## src/rtl/event_window_counter.sv

```systemverilog
// event_window_counter
//   Windowed event counting: a reference cycle counter plus NUM_CH per-channel
//   event counters. The window runs one-shot (stop in DONE) or periodic
//   (snapshot the counts and restart). window_len of 0 means free-run.
//   Optional build macro EVENT_WINDOW_COUNTER_SATURATE_EN: counters stick at
//   all-ones instead of wrapping to zero. Overflow flags are sticky either way.

// One channel: live count, periodic snapshot, sticky overflow.
module ewc_lane #(
  parameter int WIDTH = 64
) (
  input  logic             pClk,
  input  logic             SoftReset,
  input  logic             clear,
  input  logic             start,
  input  logic             cnt_en,
  input  logic             snap,
  input  logic             ev,
  output logic [WIDTH-1:0] count,
  output logic [WIDTH-1:0] snapshot,
  output logic             ovf
);
  logic             at_max;
  logic [WIDTH-1:0] inc;
  logic [WIDTH-1:0] nxt;

  assign at_max = &count;
`ifdef EVENT_WINDOW_COUNTER_SATURATE_EN
  assign inc = at_max ? count : count + 1'b1;
`else
  assign inc = count + 1'b1;
`endif
  // the end-of-window cycle's own event is part of the snapshot
  assign nxt = ev ? inc : count;

  // count, snapshot on periodic window end, sticky overflow
  always_ff @(posedge pClk) begin
    if (SoftReset || clear) begin
      count    <= '0;
      snapshot <= '0;
      ovf      <= 1'b0;
    end else if (start) begin
      count <= '0;
    end else if (cnt_en) begin
      if (ev && at_max) ovf <= 1'b1;
      if (snap) begin
        snapshot <= nxt;
        count    <= '0;
      end else begin
        count <= nxt;
      end
    end
  end
endmodule

module event_window_counter #(
  parameter int WIDTH  = 64,
  parameter int NUM_CH = 4
) (
  input  logic                    pClk,
  input  logic                    SoftReset,
  input  logic                    clear,
  input  logic                    enable,
  input  logic                    mode,
  input  logic [WIDTH-1:0]        window_len,
  input  logic [NUM_CH-1:0]       ch_event,
  output logic [WIDTH-1:0]        ref_count,
  output logic [NUM_CH*WIDTH-1:0] ch_count,
  output logic [NUM_CH*WIDTH-1:0] ch_snapshot,
  output logic                    snapshot_valid,
  output logic                    busy,
  output logic                    done,
  output logic [NUM_CH:0]         overflow
);
  // bit 0 = RUN, bit 1 = DONE, so busy/done come straight off the state flops
  localparam logic [1:0] ST_IDLE = 2'b00;
  localparam logic [1:0] ST_RUN  = 2'b01;
  localparam logic [1:0] ST_DONE = 2'b10;

  logic [1:0]                   state;
  logic                         enable_q;
  logic                         mode_q;
  logic [WIDTH-1:0]             wlen_q;
  logic                         start;
  logic                         run;
  logic                         wend;
  logic                         snap;
  logic [WIDTH-1:0]             ref_inc;
  logic                         ref_ovf;
  logic [NUM_CH-1:0][WIDTH-1:0] cnt_a;
  logic [NUM_CH-1:0][WIDTH-1:0] snap_a;
  logic [NUM_CH-1:0]            ch_ovf;

  assign start = (state == ST_IDLE) && enable_q;
  assign run   = (state == ST_RUN) && enable_q;
  assign wend  = run && (wlen_q != '0) && ((ref_count + 1'b1) == wlen_q);
  assign snap  = wend && mode_q;

`ifdef EVENT_WINDOW_COUNTER_SATURATE_EN
  assign ref_inc = (&ref_count) ? ref_count : ref_count + 1'b1;
`else
  assign ref_inc = ref_count + 1'b1;
`endif

  // control: enable pipeline, state, latched window config, snapshot strobe
  always_ff @(posedge pClk) begin
    if (SoftReset) begin
      state          <= ST_IDLE;
      enable_q       <= 1'b0;
      mode_q         <= 1'b0;
      wlen_q         <= '0;
      snapshot_valid <= 1'b0;
    end else begin
      enable_q <= enable;
      if (clear) begin
        state          <= ST_IDLE;
        snapshot_valid <= 1'b0;
      end else begin
        snapshot_valid <= snap;
        case (state)
          ST_IDLE: if (enable_q) begin
            state  <= ST_RUN;
            mode_q <= mode;
            wlen_q <= window_len;
          end
          ST_RUN: begin
            if (!enable_q)           state <= ST_IDLE;
            else if (wend && !mode_q) state <= ST_DONE;
          end
          ST_DONE: if (!enable_q) state <= ST_IDLE;
          default: state <= ST_IDLE;
        endcase
      end
    end
  end

  // reference cycle counter; one-shot end lands exactly on window_len
  always_ff @(posedge pClk) begin
    if (SoftReset || clear) begin
      ref_count <= '0;
      ref_ovf   <= 1'b0;
    end else if (start) begin
      ref_count <= '0;
    end else if (run) begin
      if (&ref_count) ref_ovf <= 1'b1;
      ref_count <= snap ? '0 : ref_inc;
    end
  end

  ewc_lane #(.WIDTH(WIDTH)) u_lane [NUM_CH-1:0] (
    .pClk     (pClk),
    .SoftReset(SoftReset),
    .clear    (clear),
    .start    (start),
    .cnt_en   (run),
    .snap     (snap),
    .ev       (ch_event),
    .count    (cnt_a),
    .snapshot (snap_a),
    .ovf      (ch_ovf)
  );

  assign ch_count    = cnt_a;
  assign ch_snapshot = snap_a;
  assign busy        = state[0];
  assign done        = state[1];
  assign overflow    = {ref_ovf, ch_ovf};
endmodule

```

## config.mk

```make
export PLATFORM = sky130hd
export DESIGN_NAME = event_window_counter
export DESIGN_NICKNAME = d
export VERILOG_FILES = /design/src/rtl/event_window_counter.sv
export SDC_FILE = /design/constraint.sdc
export NUM_CORES = 2
export LEC_CHECK = 0
export CAP_MARGIN = 20
export CORE_ASPECT_RATIO = 2
export CORE_MARGIN = 2
export CORE_UTILIZATION = 36
export CTS_CLUSTER_SIZE = 20
export DETAILED_ROUTE_END_ITERATION = 8
export DONT_BUFFER_PORTS = 1
export PLACE_DENSITY = 0.52
export SLEW_MARGIN = 30
export SYNTH_ARGS = -nofsm -noshare
export SYNTH_HDL_FRONTEND = slang
export SYNTH_SLANG_ARGS = --single-unit
```

## constraint.sdc

```tcl
create_clock -name pClk -period 5.1 [get_ports pClk]
set_input_delay 1.02 -clock pClk [delete_from_list [all_inputs] [get_ports pClk]]
set_output_delay 1.02 -clock pClk [all_outputs]
set_load 0.1 [all_outputs]
```

==> flow_metrics.tcl <==
set metrics [dict create \
    status "completed" \
    dieHeight_um 442 \
    synth-seq-cells 650 \
    track_usage_pct 31.3 \
    antenna_found_initial 3 \
    crit_path_frequent_cell "buf_4" \
    cp_top_family "simple AND/OR/NAND/NOR gates" \
    area_growth_pct 20.2 \
    ir_drop_uv 305 \
    fin_setup_tns_ns 0 \
    syn-cell-area_um2 34500 \
    r2r-start "ref_count[41]" \
    cts_setup_buffers 0 \
    drt-pass1-iter-count 6 \
    numCtsBuffers 67 \
    stdcell_count 6035 \
    port_buffers 0 \
    rrSetupSlack_ns 0.38 \
    placedCellCount 5916 \
    timing.final.crit_share_pct 92.6 \
    cts_resized 0 \
    synth_cells 4556 \
    cts-root-buf "clkbuf_16" \
    synth_area_per_cell_um2 7.58 \
    arrival_ns 5.21 \
    ys.flop_type "dfxtp_1" \
    cpMaxStageDelayCell "o21ai_0" \
    drive_gt1_share_pct 17.3 \
    setup_viol_count_final 0 \
    async_flop_share_pct 0 \
    die_area_um2 98600 \
    hold_depth 1 \
    netlist_top_cells_count "nand2_1 (905), dfxtp_1 (650), a21oi_1 (330)" \
    synth.most_common_cell "nand2_1" \
    crit_chain "buf_4 -> nand4_1 -> nor4_1 -> nand4_1 -> o21ai_0 -> and3_1 -> and4_1 -> buf_4 -> nand2_4 -> buf_12 -> buf_4 -> nand3_1 -> a31oi_1" \
    viasPerCell 5.81 \
    post-dp-hpwl_mm 121 \
    cts.path.max_buffers 3 \
    fmax_mhz 212 \
    hold_end "wlen_q[44]" \
    tightest_slew_ns 1.09 \
    grt_pass1_vias 33900 \
    rows 160 \
    finalClockSkew_ns 0.0310 \
    clkSlewWorstSetupHoldPaths_ns 0.07 \
    hold_violations 0 \
    worstHoldStart "SoftReset" \
    period_minus_slack_ns 4.72 \
    clock_latency_ns 0.67 \
    max_stage_delay_ns 0.97 \
    synth_edf_count 0 \
    initial_utilization_pct 36.3 \
    p_per_area_nw_per_um2 259 \
    ioPinCount 657 \
    path_buf_inv 4 \
    post-route-drc-count 0 \
    fin_ws_ns 0.377 \
    place_congestion 1.04 \
    fin_util_pct 43.7 \
    grt_start_max_net_pins 169 \
    cp-end-kind "flip-flop" \
    numClockSinks 650 \
    rsz0062_at_grt "no" \
    ys_warn_count 0 \
    synth_top_area_share_pct 37.7 \
    worstPathMaxFanout 25 \
    htree_levels 3 \
    cts_tree "built" \
    p_leak_nw 13.7 \
    drv_cap 0 \
    synth.area.top_cells "dfxtp_1 (38%), nand2_1 (9.8%), xnor2_1 (5.1%)" \
    ys_types 81 \
    crit_type "reg -> reg" \
    maxSlewHeadroom_pct 26.4 \
    drv_slew 0 \
    crit_cells 13 \
    grt_pass1_wl_mm 231 \
    grt.overflow.total 0 \
    synth_fp_nets 4634 \
    core-area_um2 95100 \
    wl_per_cell_um 26.4 \
    reg2regPathDepth 13 \
    synth-seq-area-share_pct 37.7 \
    critPathRequiredTime_ns 5.58 \
    drtIter0Drc 2386 \
    wl_mm 159 \
    r2r_end "ref_count[22]" \
    fillers 9627 \
    fin_nets 4848 \
    cts_hold_buf 0 \
    hold_path.class "in -> reg" \
    die_x_um 223 \
    start_kind "flip-flop" \
    yosysTopAreaCell "dfxtp_1" \
    post-place-ws_ns 0.594 \
    ant_nets 0 \
    dr_total_vias 35100 \
]
## flip-flops by register name, indices dropped and copies added (netlist names), 2 cells and up
name	count
u_lane.count	256
u_lane.snapshot	256
ref_count	64
wlen_q	64
u_lane.ovf	4
state	2
## metal layers
metal / part of all wire [%] / up-vias / wire, µm / global-route usage [%]
li1: - / 16700 / - / -
met1: 33 / 16700 / 52100 / 29.5
met2: 49 / 1288 / 77400 / 54.2
met3: 9.5 / 400 / 15100 / 11.4
met4: 9.1 / 2 / 14600 / 25.4
met5: 0.0094 / - / 15 / 0
## worst reg2reg max path: cells and delay by family (launching register included)
family | cells | cell delay, ns
DFF | 1 | 0.75
buffers and inverters | 4 | 0.81
AOI/OAI and AO/OA | 2 | 1.18
and+or+nand+nor | 7 | 1.82
## logic make-up (layout without fill, tap and decap cells)
kind of cell	count (synthesis)	in the layout	synth area share (%)
compound gates	845	845	15.1
mux	8	8	0.232
buf+inv	429	692	5.34
simple gates	2293	2293	33.2
xor+xnor	326	326	8.27
fa+ha+maj	5	5	0.181
other cells	0	1	0
flops	650	650	37.7
## worst max path at each step
stage | startpoint | to | slack [ns]
detailed placement | ch_event[0] | u_lane[0].count[52] | 0.59
floorplan | ref_count[0] | u_lane[1].count[63] | 0.81
finish | ref_count[41] | ref_count[22] | 0.38
global route | ref_count[0] | ref_count[22] | 0.29
CTS | ref_count[0] | u_lane[0].count[57] | 0.62
global placement | ch_event[0] | u_lane[0].count[52] | 0.59
## cell usage in the layout, fill, tap and decap left out, types with 98 or more instances in the layout
master     n
a21oi_1  330
a31oi_1  170
buf_4    484
dfxtp_1  552
dfxtp_2   98
nand2_1  901
nand3_1  310
nand4_1  131
nor2_1   264
nor3_1   108
o21ai_0  102
or4_1    157
xnor2_1  200
xor2_1   125
## through the flow
stage	area [µm²]	total power [mW]	hold WS, ns
2_1_floorplan	34500	5.43	0.426
3_3_place_gp	39100	5.60	0.465
3_5_place_dp	39200	5.60	0.471
4_1_cts	41500	10.8	0.371
5_1_grt	41500	11.0	0.399
6_report	41500	10.7	0.424
## report_power, final
part | internal [mW] | total [mW] | switching, mW
logic | 0.105 | 0.367 | 0.262
registers | 5.09 | 5.12 | 0.0285
clock network | 2.94 | 5.25 | 2.31
total | 8.14 | 10.7 | 2.60
## area by class of cell
type                            instances  area, µm²  share of cell area, %
Clock buffer                           92       1940                   4.68
Clock inverter                         26        307                  0.738
Timing Repair Buffer                  536       4670                   11.3
Antenna cell                            1       2.50                0.00603
Tap cell                             1215       1520                   3.66
Sequential cell                       650      13100                   31.6
Multi-Input combinational cell       3477      19800                   47.7
Inverter                               38        143                  0.344
Power figures use the tool's default switching activity.
